<file path="src/rtl/newtag_bist_pkg.sv">
// Purpose: shared types, default constants and the MISR step function for the newtag BIST controller.
// Latency: n/a (declarations only).
// Backpressure: n/a.
// Contents: bist_state_e FSM encoding, DEF_SIG_POLY / DEF_SIG_SEED defaults, misr_next().
package newtag_bist_pkg;

    typedef enum logic [1:0] {
        IDLE  = 2'd0,
        RUN   = 2'd1,
        DRAIN = 2'd2,
        DONE  = 2'd3
    } bist_state_e;

    localparam logic [15:0] DEF_SIG_POLY = 16'h1021;
    localparam logic [15:0] DEF_SIG_SEED = 16'h0000;

    // Widest signature the helper supports; callers zero-extend into this width.
    localparam int SIG_MAX_W = 32;

    // One MISR step: shift left, fold the polynomial back in when the bit
    // shifted out was set, and XOR the serial input into bit 0. Bits above
    // 'width' are masked so a narrow register can use the wide helper.
    function automatic logic [SIG_MAX_W-1:0] misr_next(
        input logic [SIG_MAX_W-1:0] sig,
        input logic [SIG_MAX_W-1:0] poly,
        input logic                 din,
        input int                   width
    );
        logic [SIG_MAX_W-1:0] mask;
        logic [SIG_MAX_W-1:0] nxt;
        mask = (width >= SIG_MAX_W) ? '1 : ((SIG_MAX_W'(1) << width) - SIG_MAX_W'(1));
        nxt  = (sig << 1) ^ (sig[width-1] ? poly : '0) ^ {{(SIG_MAX_W-1){1'b0}}, din};
        return nxt & mask;
    endfunction

endpackage

</file>
<file path="src/rtl/newtag_misr.sv">
// Purpose: SIG_W-wide multiple-input signature register with seed load, enable and serial input.
// Latency: signature reflects din one clock after an enabled edge.
// Backpressure: none; en simply holds the value when low.
// Ports: clk, rst (sync, active-high), load (reload seed, wins over en), en, din, sig.
module newtag_misr
    import newtag_bist_pkg::*;
#(
    parameter int               SIG_W    = 16,
    parameter logic [SIG_W-1:0] SIG_POLY = SIG_W'(DEF_SIG_POLY),
    parameter logic [SIG_W-1:0] SIG_SEED = SIG_W'(DEF_SIG_SEED)
) (
    input  logic             clk,
    input  logic             rst,
    input  logic             load,
    input  logic             en,
    input  logic             din,
    output logic [SIG_W-1:0] sig
);

    logic [SIG_MAX_W-1:0] sig_nxt;

    always_comb begin
        sig_nxt = misr_next(SIG_MAX_W'(sig), SIG_MAX_W'(SIG_POLY), din, SIG_W);
    end

    always_ff @(posedge clk) begin
        if (rst) begin
            sig <= SIG_SEED;
        end else if (load) begin
            sig <= SIG_SEED;
        end else if (en) begin
            sig <= sig_nxt[SIG_W-1:0];
        end
    end

endmodule

</file>
<file path="src/rtl/newtag_bist_ctrl.sv">
// Purpose: exhaustive-stimulus BIST for an N_IN-input / 1-output netlist; sweeps pi_vec, compacts po_in.
// Latency: done rises 2^N_IN+LAT+1 clocks after the edge that accepts start.
// Backpressure: none; start while busy is dropped, the sweep runs at one vector per clock.
// Ports: clk/rst (sync, active-high); start, exp_ones, exp_sig (golden, captured on start);
//        pi_vec (stimulus), po_in (response); busy, done, ones_cnt, signature, pass.
// Optional: NEWTAG_BIST_FIRST_FAIL_EN adds exp_in, fail_seen, first_fail_vec.
module newtag_bist_ctrl
    import newtag_bist_pkg::*;
#(
    parameter int               N_IN     = 8,
    parameter int               LAT      = 0,
    parameter int               SIG_W    = 16,
    parameter logic [SIG_W-1:0] SIG_POLY = SIG_W'(DEF_SIG_POLY),
    parameter logic [SIG_W-1:0] SIG_SEED = SIG_W'(DEF_SIG_SEED)
) (
    input  logic              clk,
    input  logic              rst,
    input  logic              start,
    input  logic [N_IN:0]     exp_ones,
    input  logic [SIG_W-1:0]  exp_sig,
    output logic [N_IN-1:0]   pi_vec,
    input  logic              po_in,
`ifdef NEWTAG_BIST_FIRST_FAIL_EN
    input  logic              exp_in,
    output logic              fail_seen,
    output logic [N_IN-1:0]   first_fail_vec,
`endif
    output logic              busy,
    output logic              done,
    output logic [N_IN:0]     ones_cnt,
    output logic [SIG_W-1:0]  signature,
    output logic              pass
);

    localparam logic [N_IN-1:0] VEC_LAST   = '1;
    localparam int              DRAIN_LAST = (LAT > 0) ? LAT - 1 : 0;

    bist_state_e        state_q;
    bist_state_e        state_d;
    logic               accept;
    logic               issue;
    logic               sample_en;
    logic [1:0]         drain_cnt;
    logic [N_IN:0]      exp_ones_q;
    logic [SIG_W-1:0]   exp_sig_q;

    // ------------------------------------------------------------------
    // FSM next-state
    // ------------------------------------------------------------------
    always_comb begin
        state_d = state_q;
        accept  = 1'b0;
        issue   = 1'b0;
        case (state_q)
            IDLE, DONE: begin
                if (start) begin
                    accept  = 1'b1;
                    state_d = RUN;
                end
            end
            RUN: begin
                issue = 1'b1;
                if (pi_vec == VEC_LAST) begin
                    state_d = (LAT > 0) ? DRAIN : DONE;
                end
            end
            DRAIN: begin
                if (drain_cnt == DRAIN_LAST[1:0]) begin
                    state_d = DONE;
                end
            end
            default: state_d = IDLE;
        endcase
    end

    always_ff @(posedge clk) begin
        if (rst) begin
            state_q <= IDLE;
        end else begin
            state_q <= state_d;
        end
    end

    assign busy = (state_q == RUN) || (state_q == DRAIN);

    // ------------------------------------------------------------------
    // Stimulus, drain timer, golden capture, done flag
    // ------------------------------------------------------------------
    always_ff @(posedge clk) begin
        if (rst) begin
            pi_vec     <= '0;
            drain_cnt  <= '0;
            exp_ones_q <= '0;
            exp_sig_q  <= '0;
            done       <= 1'b0;
        end else begin
            if (accept) begin
                pi_vec <= '0;
            end else if (issue && (pi_vec != VEC_LAST)) begin
                // Stimulus parks at all-ones after the last vector until the next start.
                pi_vec <= pi_vec + 1'b1;
            end

            if (state_q == DRAIN) begin
                drain_cnt <= drain_cnt + 2'd1;
            end else begin
                drain_cnt <= '0;
            end

            if (accept) begin
                exp_ones_q <= exp_ones;
                exp_sig_q  <= exp_sig;
            end

            // done lags entry to DONE by a clock so the final sample has
            // settled into the counters before it is reported.
            if (accept) begin
                done <= 1'b0;
            end else if (state_q == DONE) begin
                done <= 1'b1;
            end
        end
    end

    // ------------------------------------------------------------------
    // Issue tag pipeline: aligns sampling with the DUT's register depth
    // ------------------------------------------------------------------
    generate
        if (LAT == 0) begin : g_no_lat
            assign sample_en = issue;
        end else begin : g_lat
            logic [LAT-1:0] vld_sr;
            always_ff @(posedge clk) begin
                if (rst) begin
                    vld_sr <= '0;
                end else begin
                    vld_sr[0] <= issue;
                    for (int i = 1; i < LAT; i++) begin
                        vld_sr[i] <= vld_sr[i-1];
                    end
                end
            end
            assign sample_en = vld_sr[LAT-1];
        end
    endgenerate

    // ------------------------------------------------------------------
    // Response compaction
    // ------------------------------------------------------------------
    always_ff @(posedge clk) begin
        if (rst) begin
            ones_cnt <= '0;
        end else if (accept) begin
            ones_cnt <= '0;
        end else if (sample_en) begin
            ones_cnt <= ones_cnt + {{N_IN{1'b0}}, po_in};
        end
    end

    newtag_misr #(
        .SIG_W    (SIG_W),
        .SIG_POLY (SIG_POLY),
        .SIG_SEED (SIG_SEED)
    ) u_misr (
        .clk  (clk),
        .rst  (rst),
        .load (accept),
        .en   (sample_en),
        .din  (po_in),
        .sig  (signature)
    );

`ifdef NEWTAG_BIST_FIRST_FAIL_EN
    // Sample index rather than a delayed pi_vec: samples arrive in vector
    // order, so a counter names the failing vector for any LAT.
    logic [N_IN-1:0] samp_idx;

    always_ff @(posedge clk) begin
        if (rst) begin
            samp_idx       <= '0;
            fail_seen      <= 1'b0;
            first_fail_vec <= '0;
        end else if (accept) begin
            samp_idx       <= '0;
            fail_seen      <= 1'b0;
            first_fail_vec <= '0;
        end else if (sample_en) begin
            samp_idx <= samp_idx + 1'b1;
            if (!fail_seen && (po_in != exp_in)) begin
                fail_seen      <= 1'b1;
                first_fail_vec <= samp_idx;
            end
        end
    end

    always_comb begin
        pass = done && (ones_cnt == exp_ones_q) && (signature == exp_sig_q) && !fail_seen;
    end
`else
    always_comb begin
        pass = done && (ones_cnt == exp_ones_q) && (signature == exp_sig_q);
    end
`endif

endmodule

</file>
<file path="config.mk">
export PLATFORM = sky130hd
export DESIGN_NAME = newtag_bist_ctrl
export DESIGN_NICKNAME = d
export VERILOG_FILES = /design/src/rtl/newtag_bist_pkg.sv /design/src/rtl/newtag_misr.sv /design/src/rtl/newtag_bist_ctrl.sv
export SDC_FILE = /design/constraint.sdc
export NUM_CORES = 1
export LEC_CHECK = 0
export ABC_AREA = 1
export BUFFER_PORTS_ARGS = -buffer_cell sky130_fd_sc_hd__buf_4
export CAP_MARGIN = 20
export CORE_AREA = 10 10 87 89
export DETAILED_ROUTE_END_ITERATION = 6
export DIE_AREA = 0 0 97 99
export PLACE_DENSITY = 0.76
export SLEW_MARGIN = 20
export SYNTH_ARGS = -nofsm -noshare
export SYNTH_HDL_FRONTEND = slang
export SYNTH_SLANG_ARGS = --single-unit
</file>
<file path="constraint.sdc">
create_clock -name clk -period 1.8 [get_ports clk]
set_input_delay 0.36 -clock clk [delete_from_list [all_inputs] [get_ports clk]]
set_output_delay 0.36 -clock clk [all_outputs]
set_load 0.005 [all_outputs]
</file>
Word-level counts from Yosys, hierarchy flattened
Cells that the tools add are included.
Word-level totals
  bits in registers: 63
  output and inout bits: 36
Operators by class
  $add $sub $neg: 3
  eq/ne operators: 10
  muxes and demuxes: 8
  bitwise logic cells: 3
  reduce and logical (&&, ||, !) cells: 10
Operators by type and width (count)
  16-bit equality test: 1
  16-bit by 1-bit XOR with 16-bit output: 1
  16-bit XOR: 1
  13-bit two-way mux: 1
  9-bit by 1-bit adder with 9-bit output: 1
  9-bit equality test: 1
  8-bit by 1-bit adder with 8-bit output (second input constant): 1
  8-bit equality test (second input constant): 1
  8-bit inequality test (second input constant): 1
  2-bit two-way mux: 3
  2-bit inequality test (second input constant): 3
  2-bit one-hot mux with 3 select lines: 1
  2-bit OR reduction: 3
  2-bit equality test (second input constant): 2
  2-bit zero test: 2
  1-bit logical AND: 3
  1-bit two-way mux: 3
  3-bit AND reduction: 1
  2-bit by 1-bit adder with 2-bit output (second input constant): 1
  2-bit by 1-bit equality test with 1-bit output (second input constant): 1
  1-bit logical OR: 1
  1-bit inverter: 1

Longest topological paths before layout
Gate-level depths: netlist of run 1.
  word-level depth: 4
  gate-level depth with buffers: 9

Hierarchy
From an unflattened synthesis of run 1, not the netlist that was laid out.
Second synthesis, totals
  cells, all modules: 433
  area total of the unflattened synthesis: 3111.7 µm²
Modules (own cells, without submodules)
  newtag_bist_ctrl: instances 1, cells an instance 332, area an instance 2334.7 µm², sequential area each 940.9 µm²
  newtag_misr: instances 1, cells an instance 101, area an instance 777.0 µm², sequential area each 320.3 µm²

Least setup slack after synthesis of run 1
Ideal clock, no wire load.
  path type: register -> register
  start point: register state_q[0]
  end point: register ones_cnt[0]
  arrival: 1.335 ns
  required time: 1.730 ns
  slack: 0.396 ns
  stages on the path, launching flop included: 9
  path through: dfxtp_1 > inv_1 > ha_1 > nand2_2 > inv_4 > nor2_8 > inv_4 > buf_4 > a21oi_1
Between the ends
  cells in the longest elaborated chain, start to end: 4
  elaborated cells between the ends (all ways): 7
Ends and longest elaborated chain
  start, declared: RTL line newtag_bist_ctrl.sv:38  | bist_state_e state_q;
  start signal, assigned: RTL line newtag_bist_ctrl.sv:80  | state_q <= state_d;
  2-bit equality test / 2-bit zero test (equally long branches): RTL line newtag_bist_ctrl.sv:54  | case (state_q)
  2-bit OR reduction: RTL line newtag_bist_ctrl.sv:54
  1-bit two-way mux: RTL line newtag_bist_ctrl.sv:54
  2-bit OR reduction (no line)
  end signal, assigned: RTL line newtag_bist_ctrl.sv:156  | ones_cnt <= ones_cnt + {{N_IN{1'b0}}, po_in};
  end, declared: RTL line newtag_bist_ctrl.sv:30  | output logic [N_IN:0] ones_cnt,
Several ways; a longest one is shown, not always the timed one.
A chain may end at the register's enable or synchronous reset.

Worst setup path in the final report of run 1
  start point: register u_misr.sig[3]
  end point: output port pass
Between the ends
  cells in the longest elaborated chain, start to end: 2
Ends and longest elaborated chain
  start, declared: RTL line newtag_misr.sv:17  | output logic [SIG_W-1:0] sig
  start signal, assigned: RTL line newtag_misr.sv:32  | sig <= sig_nxt[SIG_W-1:0];
  16-bit equality test: RTL line newtag_bist_ctrl.sv:201  | pass = done && (ones_cnt == exp_ones_q) && (signature == exp_sig_q);
  1-bit logical AND: RTL line newtag_bist_ctrl.sv:201
  end, declared: RTL line newtag_bist_ctrl.sv:32  | output logic pass
No other way between the ends.

==> impl_results.md, run 1 <==
* Sequential fraction of the synthesis area at 0.410
* Remaining global-route overflow at 0
* Pleak at approximately 1.7 nW
* Initial Util at 0.525
* Critical path arrival at between 1 and 1.5 ns
* Adder-Cell Fraction of Synth Area at 0.0285
* Avg Vias per Cell at around 5.0
* Avg Inst Size Synth at roughly 7.1 µm²
* Multi-input gate area at roughly 0.0014 mm²
* Synth Instances at 432
* Clk slew on worst S/H paths at around 0.08 ns
* Post-Layout Cell Count at between 500 and 600
* Hpwl dp at approximately 6000 µm
* Post-route cell area at approximately 0.0039 mm²
* FP Rows at 28
* Max Root-Sink Buffers at 2
* Cell area after synthesis at 0.00307 mm²
* Yosys warns at 0
* Worst Skew at 0.00598 ns
* Crit end category: output pin
* Die span in x at 97 µm
* Hold Slack at around 0.25 ns
* Vias at around 2900
* Post-Synth XOR/XNOR Area at 0.0285
* First-pass GRT wire length at roughly 13000 µm
* # diodes at 0
* I/O pin total at 65
* Largest family of logic cells by synthesized area: simple AND/OR/NAND/NOR gates
* Synth Register Bits at 63
* Final Util at 0.667
* Worst path max stage delay at roughly 0.35 ns
* DRC Markers at 7
* Max cap viols at 0
* TNS Setup at -0.0181 ns
* Worst slew margin at 0.761
* Initial drt markers at 154
* GRT Total Usage at 0.170
* Crit share post-route at 1.01
* Worst path bufs/invs at 2
* CTS buffer count at 9
* Detailed Routing Iterations Pass 1 at 7
* Clock sinks at 63
* Delay-heaviest family, CP: simple AND/OR/NAND/NOR gates
* Unrepaired setup endpoints after global routing: true
* Slowest cell on crit path: dfxtp_2
* Reg area at 0.00130 mm²
* Achievable frequency at 550 MHz
* Min-delay worst type: in -> reg
* Worst-margin pin slew at 0.359 ns
* Final Hold Fails at 0
* Violated checks: DRC, setup timing
* Vias in the first global route at 2795
* PortBufs at 64
* Hold_buf cts at 0
* Minimum clock period at around 1.8 ns
* Place WS at approximately 0.19 ns
* Setup CP Type: reg -> out
* Routed Antenna Nets at 0
* Die Span Y at slightly below 100 µm
* FILL cells at slightly above 500
* H-tree Lvls at 3
* Placer Congestion at 0.891
* Critical path cell sequence: inv_1, nand2_1, o21ai_1, nor2_1, nand2_1, nor2_1, nand2_1, nor2_2, buf_4
* Final setup margin at -0.0181 ns
* Final #Nets at ~530
* Placed inst area at between 0.003 and 0.004 mm²
* Synth Area in Simple Gates at 0.267
* Layout area overhead at 27.0%
* Root Driver: clkbuf_8
* Dpl cells at about 550
* Initial antenna violation count at 0
* Worst vdd ir at between 0.0008 and 0.0009 V
* Total wire length at between 8000 and 9000 µm
* CP Launch Type: register
* Asr flop ratio synth at 0
* Top_reg_cell synth: dfxtp_1
* Multiplexer area fraction after synthesis at 0
* Synth unique cells at 32
* Total Power at between 4 and 5 mW
* CP Max Fanout at 4
* Die footprint at between 0.009 and 0.01 mm²
* Critical path required time at 1.44 ns
* Routed wire length per instance at around 14 µm
* Most frequent CP cell: nand2_1
* Largest net degree at the start of global routing at 35
* Status: finished with violations
* Syn_nets at between 400 and 500
* Pins Over Slew Limit at 0
* Core ar. at a little under 0.006 mm²
* Clk_lat worst skew at roughly 0.36 ns
* Layout cells sized above 1 at 0.292
* CTS tree: yes
* EDFF count, synth at 0
* Cell Pwr Density at 1190 mW/mm²
* Final setup fails at 1
* Compound-cell area share of the yosys netlist at 0.138
-- power by group --
part,internal (mW),switching (mW)
sequential,1.61,0.161
clock,0.852,0.583
combinational,0.558,0.894
-- cells in the final DEF, fill, tap and decap left out, types with 6 or more instances in the layout --
cell type    n
nor2_1      36
nand3_1      9
ha_1         7
dfxtp_2     20
a211oi_1     9
nand2_1    121
inv_1       46
o21ai_0     11
clkbuf_8    11
nor3_1       7
buf_4       82
a21oi_1     43
dfxtp_1     39
inv_2        6
o21ai_1      9
-- worst paths after layout --
kind | startpoint | to | slack (ns) | cells after the start
worst min register to register | drain_cnt[0] | drain_cnt[0] | 0.43 | 1
worst max-delay path | u_misr.sig[3] | pass | -0.02 | 9
worst min-delay path | exp_sig[4] | exp_sig_q[4] | 0.25 | 3
worst max register to register | state_q[0] | u_misr.sig[0] | 0.16 | 9
-- kinds of logic (layout without fill, tap and decap cells) --
logic type / Yosys count / after routing
DFF: 63 / 63
xor gates and xnor gates: 10 / 10
buffers and inverters: 83 / 154
and+or+nand+nor: 191 / 191
adders and majority gates: 7 / 7
AOI/OAI and AO/OA: 78 / 78
-- state kept, by name, indices dropped and copies added, names as in the netlist --
name / flops
ones_cnt: 9
state_q: 2
u_misr.sig: 16
done: 1
drain_cnt: 2
pi_vec: 8
exp_sig_q: 16
exp_ones_q: 9
-- worst reg2reg max path, stage by stage (launching register included) --
cell and delay, ns:
dfxtp_1 0.36, inv_1 0.07, ha_1 0.30, nand2_2 0.08
inv_4 0.18, nor2_8 0.08, inv_4 0.25, a21oi_1 0.08
o21ai_1 0.09, inv_1 0.05
-- synth_stat cells (2+ instances only) --
| master | instances | area (µm²) |
|---|---|---|
| nand2_1 | 121 | 454 |
| dfxtp_1 | 63 | 1260 |
| inv_1 | 53 | 199 |
| a21oi_1 | 43 | 215 |
| nor2_1 | 38 | 143 |
| o21ai_0 | 17 | 85.1 |
| buf_4 | 15 | 113 |
| a211oi_1 | 9 | 67.6 |
| nand3_1 | 9 | 45.0 |
| buf_2 | 8 | 40.0 |
| ha_1 | 7 | 87.6 |
| nor3_1 | 7 | 35.0 |
| xor2_1 | 6 | 52.6 |
| o21ai_1 | 5 | 25.0 |
| nand4_1 | 4 | 25.0 |
| xnor2_1 | 4 | 35.0 |
| clkbuf_1 | 3 | 11.3 |
| inv_4 | 3 | 18.8 |
| nand2_2 | 2 | 12.5 |
| nor2_4 | 2 | 22.5 |
| or2_1 | 2 | 12.5 |
-- cell type report --
class / instances / area share
multi-input combinational: 286 / 0.369
sequential: 63 / 0.334
timing repair buffer: 82 / 0.158
inverter: 56 / 0.0564
clock buffer: 11 / 0.0388
tap: 75 / 0.0241
clock inverter: 5 / 0.0205
-- timing repair --
action                                  4_1_cts  5_1_grt
resized for setup                            25       22
pin swaps                                     0       12
endpoints found under the setup margin        1        1
buffers inserted                              1        8
hold endpoints to repair                      0        0
-- routing by layer --
metal | wire (µm) | vias to the layer above | part of all wire | track usage
li1 | - | 1485 | - | -
met1 | 3730 | 1321 | 0.46 | 0.210
met2 | 3750 | 95 | 0.46 | 0.263
met3 | 541 | 17 | 0.066 | 0.0538
met4 | 145 | 0 | 0.018 | 0.0772
met5 | 0 | - | 0 | 0
Note: power is estimated with default switching activity, not from simulation.
==> inputs of run 2 (changes only) <==
--- a/config.mk
+++ b/config.mk
@@ -11,6 +11,7 @@
 export CORE_AREA = 10 10 87 89
 export DETAILED_ROUTE_END_ITERATION = 6
 export DIE_AREA = 0 0 97 99
+export MAX_ROUTING_LAYER = met4
 export PLACE_DENSITY = 0.76
 export SLEW_MARGIN = 20
 export SYNTH_ARGS = -nofsm -noshare
==> run 2 against run 1 <==
Compared with the run above:
- the run ends with setup timing left
- non-clock buffer count unchanged
- count of clock-buffer cells in the layout unchanged
- final cell count did not move
==> impl_results.md, run 2 (synthesis gave the netlist of run 1 again) <==
* Status: finished with violations
* Violated checks: setup timing
* Clk_lat worst skew at 0.35 ns (about the same)
* Pleak at 1.71 nW (unchanged)
* Stages on the worst setup path at 9 (unchanged)
* Most frequent cells in the layout: nand2_1, buf_4, inv_1
* Max cap viols at 0 (unchanged)
* Vias at 2904 (-0.48%)
* Initial drt markers at 139 (-9.7%)
* Dpl cells at 553 (unchanged)
* Avg Vias per Cell at 5.02 (-0.48%)
* Most common cell after layout, fill and taps aside: nand2_1
* Remaining global-route overflow at 0 (unchanged)
* DRC Markers at 0 (-7)
* Root Driver: clkbuf_8
* I/O pin total at 65 (unchanged)
* CP Launch Type: register
* Die span in x at 97 µm (unchanged)
* Delay-heaviest family, CP: simple AND/OR/NAND/NOR gates
* Largest regs: exp_sig_q: 16 flops, u_misr.sig: 16 flops
* H-tree Lvls at 3 (unchanged)
* Worst r2r src: state_q[0]
* Clock sinks at 63 (unchanged)
* Crit end category: output pin
* Clk slew on worst S/H paths at 0.07 ns (about the same)
* P_int at 3.02 mW (about the same)
* Worst R2R Path Depth at 9 (unchanged)
* Hpwl dp at 5920 µm (unchanged)
* Final Hold Fails at 0 (unchanged)
* Worst Skew at 0.00486 ns (-0.00112 ns)
* Hold_buf cts at 0 (unchanged)
* Routed wire length per instance at 14.0 µm (-0.80%)
* Die Span Y at 99 µm (unchanged)
* Layout area overhead at 27.0% (unchanged)
* GRT Total Usage at 0.174 (+0.00433)
* Placed inst area at 0.00354 mm² (unchanged)
* CP Max Fanout at 4 (unchanged)
* Most frequent CP cell: nand2_1
* Switch share at 0.349 (-0.00249)
* Worst path max stage delay at 0.35 ns (about the same)
* Final setup fails at 1 (unchanged)
* Largest net degree at the start of global routing at 35 (unchanged)
* Critical path required time at 1.44 ns (about the same)
* Worst vdd ir at 0.000895 V (-0.41%)
* Worst slew margin at 0.761 (about the same)
* Unrepaired setup endpoints after global routing: true
* Critical path cell sequence: inv_1, nand2_1, o21ai_1, nor2_1, nand2_1, nor2_1, nand2_1, nor2_2, buf_4
* CTS tree: yes
* Setup CP Type: reg -> out
* Initial antenna violation count at 0 (unchanged)
* Routed Antenna Nets at 0 (unchanged)
* Hold path startpoint: exp_sig[4]
* Clock power frac at 0.307 (about the same)
* Die footprint at 0.00960 mm² (unchanged)
* Post-route cell area at 0.00390 mm² (unchanged)
* Crit share post-route at 1.00 (-0.00743)
* Max Root-Sink Buffers at 2 (unchanged)
* Minimum clock period at 1.80 ns (-0.0134 ns)
* Pins Over Slew Limit at 0 (unchanged)
* CTS buffer count at 9 (unchanged)
* FP Rows at 28 (unchanged)
* Worst-margin pin slew at 0.358 ns (-0.000482 ns)
* Cell Pwr Density at 1190 mW/mm² (-0.38%)
* Achievable frequency at 554 MHz (+0.74%)
* Final setup margin at -0.00472 ns (+0.0134 ns)
* Placer Congestion at 0.905 (+1.7%)
* Final #Nets at 534 (unchanged)
* Worst path bufs/invs at 2 (unchanged)
* Critical path arrival at 1.44 ns (-0.02 ns)
* Worst Setup SP: u_misr.sig[3]
* Detailed Routing Iterations Pass 1 at 6 (-1)
* Post-Layout Cell Count at 578 (unchanged)
* Seq pwr share at 0.382 (about the same)
* # diodes at 0 (unchanged)
* Min-delay worst type: in -> reg
* Layout cells sized above 1 at 0.292 (unchanged)
* PortBufs at 64 (unchanged)
* Initial Util at 0.525 (unchanged)
* Vias in the first global route at 2803 (+0.29%)
* Core ar. at 0.00585 mm² (unchanged)
* Comb pwr share at 0.311 (about the same)
* TNS Setup at -0.00472 ns (+0.0134 ns)
* Sw power at 1.62 mW (-1.1%)
* First-pass GRT wire length at 13300 µm (-0.31%)
* Slowest cell on crit path: dfxtp_2
* Worst Hold Path Cells at 3 (unchanged)
* Total wire length at 8100 µm (-0.80%)
## run 2: path summary, 6_finish.rpt
check | end | slack [ns]
max | pass | -0.005
max reg2reg | u_misr.sig[0] | 0.16
min | exp_sig_q[4] | 0.26
min reg2reg | drain_cnt[0] | 0.42
## run 2: routing by layer
metal  up-vias  wire length (µm)  track usage
li1       1487                 -            -
met1      1314              3690        0.212
met2        85              3790        0.263
met3        18               474       0.0482
met4         0               146       0.0772
met5         -                 0            -
## run 2: metrics by stage
stage	setup WS [ns]	power, mW	hold WS, ns	util
6_report	-0.00472	4.64	0.256	0.667
5_1_grt	-0.140	4.96	0.249	0.667
4_1_cts	-0.00429	4.63	0.250	0.651
3_5_place_dp	0.193	3.19	0.418	0.605
3_3_place_gp	0.243	3.16	0.407	0.605
2_1_floorplan	0.396	2.80	0.399	-
## run 2: area by class of cell
cell class	instances	area, µm²
inverters	56	220
clock buffers	11	151
fillers	512	1950
clock inverters	5	80.1
multi-input cells	286	1440
flip-flops and latches	63	1300
well taps	75	93.8
repair buffers	82	616
## run 2: repair_timing
item / 4_1_cts / 5_1_grt
endpoints found under the setup margin: 1 / 1
pin swaps: 0 / 12
buffers inserted: 1 / 8
gates resized for setup: 25 / 22
## run 2: power by group through the flow
stage               Clock [mW]  Combinational [mW]  Sequential (mW)
finish                    1.42                1.44             1.77
CTS                       1.44                1.42             1.76
global placement             0                1.38             1.78
global route              1.51                1.65             1.80
detailed placement           0                1.41             1.79
floorplan                    0                1.05             1.75
## run 2: worst min-delay path: cells and delay by family
family                 cells  cell delay, ns
buffers and inverters      1            0.11
AO/OA/AOI/OAI              1            0.05
AND/OR/NAND/NOR            1            0.05
